`src/rtl/uart_pkg.sv`:
```
// Shared UART definitions used by the transmitter and the receiver:
// the frame state encoding and the data width and idle line level.
package uart_pkg;

    localparam int   UART_DATA_W = 8;
    localparam logic IDLE_LEVEL  = 1'b1;

    typedef enum logic [2:0] {
        IDLE   = 3'd0,
        START  = 3'd1,
        DATA   = 3'd2,
        PARITY = 3'd3,
        STOP   = 3'd4
    } uart_state_e;

endpackage

```
`src/rtl/uart_tx_fsm_bit_timer.sv`:
```
// Bit-period counter for the UART transmitter: counts 0..CLKS_PER_BIT-1,
// flags the last cycle of each bit with bit_end_o, and restarts on demand.
module uart_bit_timer #(
    parameter int CLKS_PER_BIT = 16
) (
    input  logic clk,
    input  logic reset,
    input  logic restart_i,
    output logic bit_end_o
);

    localparam int                CNT_W    = $clog2(CLKS_PER_BIT);
    localparam logic [CNT_W-1:0]  CNT_LAST = CNT_W'(CLKS_PER_BIT - 1);

    logic [CNT_W-1:0] cnt_q, cnt_d;

    always_comb begin
        cnt_d = cnt_q + CNT_W'(1);
        if (restart_i || (cnt_q == CNT_LAST)) begin
            cnt_d = '0;
        end
    end

    always_ff @(posedge clk or negedge reset) begin
        if (!reset) begin
            cnt_q <= '0;
        end else begin
            cnt_q <= cnt_d;
        end
    end

    // Depends only on the count so the FSM's restart request cannot loop back.
    assign bit_end_o = (cnt_q == CNT_LAST);

endmodule

```
`src/rtl/uart_tx_fsm.sv`:
```
// UART transmitter: 8N1 frames, or 8E1/8O1 when UART_TX_PARITY_EN is defined.
// The serial line is a flop loaded from the next state, so tx follows acceptance by one cycle.
//
//   state  | meaning
//   IDLE   | line high, tx_ready high, waiting for tx_valid
//   START  | start bit (line low) for one bit period
//   DATA   | eight data bits, LSB first, one bit period each
//   PARITY | parity bit (only with UART_TX_PARITY_EN)
//   STOP   | stop bit (line high); tx_done pulses on the return to IDLE
module uart_tx_fsm
    import uart_pkg::*;
#(
    parameter int CLKS_PER_BIT = 16,
    parameter int PARITY_ODD   = 0
) (
    input  logic                   clk,
    input  logic                   reset,
    input  logic                   tx_valid,
    input  logic [UART_DATA_W-1:0] tx_data,
    output logic                   tx_ready,
    output logic                   tx,
    output logic                   tx_busy,
    output logic                   tx_done
);

    if (CLKS_PER_BIT < 2 || (PARITY_ODD != 0 && PARITY_ODD != 1)) begin : g_bad_cfg
        $error("uart_tx_fsm: CLKS_PER_BIT must be >= 2 and PARITY_ODD must be 0 or 1");
    end

    uart_state_e            state_q, state_d;
    logic [UART_DATA_W-1:0] shift_q, shift_d;
    logic [2:0]             bit_idx_q, bit_idx_d;
    logic                   tx_q, tx_d;
    logic                   done_q, done_d;
    logic                   bit_end;
    logic                   restart;
`ifdef UART_TX_PARITY_EN
    logic                   par_q, par_d;
`endif

    uart_bit_timer #(
        .CLKS_PER_BIT (CLKS_PER_BIT)
    ) u_bit_timer (
        .clk       (clk),
        .reset     (reset),
        .restart_i (restart),
        .bit_end_o (bit_end)
    );

    // The timer stays cleared in IDLE and restarts on every state change.
    assign restart = (state_d != state_q) || (state_q == IDLE);

    always_ff @(posedge clk or negedge reset) begin
        if (!reset) begin
            state_q   <= IDLE;
            shift_q   <= '0;
            bit_idx_q <= '0;
            tx_q      <= IDLE_LEVEL;
            done_q    <= 1'b0;
`ifdef UART_TX_PARITY_EN
            par_q     <= 1'b0;
`endif
        end else begin
            state_q   <= state_d;
            shift_q   <= shift_d;
            bit_idx_q <= bit_idx_d;
            tx_q      <= tx_d;
            done_q    <= done_d;
`ifdef UART_TX_PARITY_EN
            par_q     <= par_d;
`endif
        end
    end

    always_comb begin
        state_d   = state_q;
        shift_d   = shift_q;
        bit_idx_d = bit_idx_q;
`ifdef UART_TX_PARITY_EN
        par_d     = par_q;
`endif
        case (state_q)
            START: begin
                if (bit_end) state_d = DATA;
            end
            DATA: begin
                if (bit_end) begin
                    shift_d   = shift_q >> 1;
                    bit_idx_d = bit_idx_q + 3'd1;
                    if (bit_idx_q == 3'd7) begin
`ifdef UART_TX_PARITY_EN
                        state_d = PARITY;
`else
                        state_d = STOP;
`endif
                    end
                end
            end
`ifdef UART_TX_PARITY_EN
            PARITY: begin
                if (bit_end) state_d = STOP;
            end
`endif
            STOP: begin
                if (bit_end) state_d = IDLE;
            end
            default: begin
                // IDLE, plus any unreachable encoding, which recovers as IDLE.
                state_d   = IDLE;
                bit_idx_d = '0;
                if (tx_valid) begin
                    state_d = START;
                    shift_d = tx_data;
`ifdef UART_TX_PARITY_EN
                    par_d   = (^tx_data) ^ (PARITY_ODD != 0);
`endif
                end
            end
        endcase
    end

    always_comb begin
        tx_ready = 1'b0;
        tx_d     = IDLE_LEVEL;
        done_d   = (state_q == STOP) && bit_end;
        case (state_q)
            START, DATA, STOP: tx_ready = 1'b0;
`ifdef UART_TX_PARITY_EN
            PARITY:            tx_ready = 1'b0;
`endif
            default:           tx_ready = 1'b1;
        endcase
        case (state_d)
            START:   tx_d = 1'b0;
            DATA:    tx_d = shift_d[0];
`ifdef UART_TX_PARITY_EN
            PARITY:  tx_d = par_d;
`endif
            default: tx_d = IDLE_LEVEL;
        endcase
    end

    assign tx      = tx_q;
    assign tx_busy = !tx_ready;
    assign tx_done = done_q;

endmodule

```
`config.mk`:
```
export PLATFORM = sky130hd
export DESIGN_NAME = uart_tx_fsm
export DESIGN_NICKNAME = d
export VERILOG_FILES = /design/src/rtl/uart_pkg.sv /design/src/rtl/uart_tx_fsm_bit_timer.sv /design/src/rtl/uart_tx_fsm.sv
export SDC_FILE = /design/constraint.sdc
export NUM_CORES = 1
export LEC_CHECK = 0
export ABC_AREA = 0
export CAP_MARGIN = 15
export CELL_PAD_IN_SITES_DETAIL_PLACEMENT = 1
export CELL_PAD_IN_SITES_GLOBAL_PLACEMENT = 1
export CORE_MARGIN = 2
export CORE_UTILIZATION = 44
export CTS_CLUSTER_DIAMETER = 60
export DETAILED_ROUTE_END_ITERATION = 8
export HOLD_SLACK_MARGIN = 0.1
export PLACE_DENSITY_LB_ADDON = 0.15
export SYNTH_ARGS = -nofsm -noshare
export SYNTH_HDL_FRONTEND = slang
export SYNTH_SLANG_ARGS = --single-unit
```
`constraint.sdc`:
```
create_clock -name clk -period 3.41 [get_ports clk]
set_clock_uncertainty 0.2 [all_clocks]
set_input_delay 0.682 -clock clk [delete_from_list [all_inputs] [get_ports clk]]
set_output_delay 0.682 -clock clk [all_outputs]
set_load 0.1 [all_outputs]
```
==> reports/qor.yml <==
status:
  status: "finished, final reports clean"
logic_synthesis:
  synth-seq-area-share_pct: 51.41
  synthTopCellsByCount: "dfrtp_1, a221o_1, and3_1, and3_2"
  synth_edf_count: 0
  synth_seq_cells: 20
  syn_inst: 78
  postSynthAreaPerCell_um2: 12.51
  async_flop_share_pct: 100.0
  synth_top_area_share_pct: 48.72
  yosys.cell_count.top_type: "dfrtp_1"
  yosys_warnings: 0
  netlist_area_um2: 975.9
  synth_flop_cell: "dfrtp_1"
  yosys-top-cells-area: "dfrtp_1, a221o_1, ha_1"
  ys_types: 29
  synth_nets: 92
  synth_area_leader_cell: "dfrtp_1"
place:
  hpwl_um: 1325
  dpl-instance-area_um2: 1100
  place_ws_ns: 1.019
  dp_cells: 115
  place.gp.congestion: 0.7982
  numPortBuffers: 14
pwr:
  p_per_area_nw_per_um2: 332.8
  pwr-share-clk_pct: 32.1
  power_frac_seq_pct: 63.3
  p_sw_share_pct: 21.89
  intPower_uw: 292.8
  p_leak_uw: 0.0005192
  p_sw_uw: 82.02
  vdd_drop_max_mv: 0.1810
  power_frac_comb_pct: 4.7
finish:
  fin_cells: 119
  area_delta_synth_final_pct: 15.38
  final_cell_area_um2: 1126
  drive_gt1_share_pct: 17.58
  nets: 106
  antenna_cells: 0
global_route:
  grt_pass1_vias: 690
  grt_pass1_wl_um: 3353
  grtUsageTotal_pct: 17.61
  grt_max_degree: 21
  antenna_found_initial: 0
  grt_overflow: 0
min_path:
  whs_path_depth: 1
  worstHoldPathType: "reg -> reg"
floorplan:
  ios: 15
  chipWidth_um: 51.10
  start_util_pct: 45.43
  die_height_um: 51.10
  die_area_um2: 2611
  row_count: 17
  coreArea_um2: 2148
clock_network:
  hold_buffers: 0
  ctsResizeCount: 0
  clock_latency_ns: 0.30
  cts_tree: "yes"
  cts_buffers: 3
  clock_sinks: 20
  h-tree-depth: 1
  cts_buffer_depth: 2
  path_clk_slew_ns: 0.11
  cts_setup_buffers: 0
  cts_root_buf: "clkbuf_4"
drt:
  wire_per_inst_um: 16.60
  routed_wl_um: 1975
  avgViaCountPerCell: 5.756
  vias: 685
  ant_nets: 0
  detail_route.iter0.violations: 5
  dr.pass1.iters: 3
  drc: 0
worst_setup_path:
  crit_path_end_kind: "output port"
  critPathRequiredTime_ns: 2.53
  crit_type: "reg -> out"
  reg2reg_depth: 4
  path_depth: 4
  path_buf_inv: 2
  arrival_ns: 1.85
  startpoint_type: "flip-flop"
  critPathMaxStageDelay_ns: 0.50
  path_delay_family: "flip-flops"
  cp_max_fo: 14
  cp_slowest_cell: "dfrtp_1"
  crit_path_cell_trace: "or3b_1 -> o21a_2 -> inv_1 -> buf_4"
timing:
  fin_crit_sh_pct: 80.22
  slew_viol_final: 0
  timing.slew.headroom_pct: 38.70
  worst_slew_pin_slew_ns: 0.9166
  final-setup-viol-count: 0
  setup_tns_ns: 0
  layout_min_cycle_time_ns: 2.735
  hold_viol_final: 0
  maxClockFrequency_mhz: 365.6
  grt_setup_unrepaired: "false"
  worst_slack_ns: 0.6745
run:
  drv_cap: 0
-- worst reg2reg max path: cells and delay by family, from the launching register on --
| family | cells | cell delay (ns) |
|---|---|---|
| and+or+nand+nor | 2 | 0.78 |
| AOI/OAI and AO/OA | 2 | 0.47 |
| DFF | 1 | 0.54 |
-- flip-flops by register name (all words and copies together) (netlist names) --
name,cells
bit_idx_q,3
shift_q,8
state_q,3
tx,1
tx_done,1
u_bit_timer.cnt_q,4
-- metal layers --
metal / vias up / global-route usage (%) / share of wire (%)
li1: 322 / - / -
met1: 348 / 24.81 / 49
met2: 13 / 27.27 / 47
met3: 2 / 3.509 / 3.6
met4: 0 / 5.405 / 0.66
met5: - / 0 / 0
-- path summary, 6_finish.rpt --
kind / startpoint / endpoint / slack, ns
worst max register to register: state_q[1]$_DFF_PN0_ / shift_q[3]$_DFFE_PN0P_ / 1.31
worst min register to register: u_bit_timer.cnt_q[0]$_DFF_PN0_ / u_bit_timer.cnt_q[0]$_DFF_PN0_ / 0.30
worst max-delay path: state_q[1]$_DFF_PN0_ / tx_busy / 0.67
worst min-delay path: u_bit_timer.cnt_q[0]$_DFF_PN0_ / u_bit_timer.cnt_q[0]$_DFF_PN0_ / 0.30
min in group asynchronous: reset / shift_q[0]$_DFF_PN0_ / 0.68
max in group asynchronous: reset / u_bit_timer.cnt_q[1]$_DFF_PN0_ / 1.77
-- logic make-up (layout without fill, tap and decap cells) --
kind of cell | after synthesis | after routing | synth area share (%)
buffers and inverters | 7 | 20 | 5.000
XOR/XNOR | 4 | 4 | 3.590
flip-flops | 20 | 20 | 51.41
AND/OR/NAND/NOR | 24 | 24 | 17.18
multiplexers | 2 | 2 | 2.179
AO/OA/AOI/OAI | 18 | 18 | 16.80
adder cells (fa/ha/maj) | 3 | 3 | 3.847
-- cells in the final DEF (no fill, tap or decap) --
cell type	count
or3b_1	2
o22ai_1	2
xnor2_1	3
mux2_2	1
clkbuf_4	3
and3_2	4
nand2_1	1
nand3_1	3
mux2i_1	1
o2bb2ai_1	2
a2bb2oi_1	1
a221o_1	6
o22ai_4	1
nand3b_1	2
ha_1	3
xor2_1	1
clkdlybuf4s50_1	10
dfrtp_1	19
clkbuf_1	1
a22o_1	3
dfstp_2	1
inv_1	2
nor2_1	1
buf_4	4
and2_1	3
o21a_2	1
nor2_8	1
nor4b_1	1
nor3_1	2
a21oi_1	2
and3_1	4
-- power groups by stage --
stage / clock network, µW / logic, µW / registers, µW
after floorplan: 0 / 1.40 / 242
after global placement: 0 / 17.7 / 242
after detailed placement: 0 / 17.9 / 242
after CTS: 124 / 18.1 / 237
after global routing: 131 / 19.4 / 237
final: 120 / 17.4 / 237
-- layout make-up --
class | count | area (µm²)
clock buffers | 4 | 26.28
fillers | 238 | 1022
inverters | 2 | 7.507
multi-input cells | 51 | 425.4
flip-flops and latches | 20 | 501.7
well taps | 28 | 35.03
repair buffers | 14 | 130.1
-- through the flow --
step           total power [µW]  hold WS, ns  utilization (%)
4_1_cts                   379.4       0.3108            52.42
5_1_grt                   388.0       0.3070            52.42
2_1_floorplan             243.1       0.1864                -
6_report                  374.8       0.2990            52.42
3_5_place_dp              259.6       0.2958            51.19
3_3_place_gp              259.4       0.2704            51.19
(Power assumes the default switching activity.)
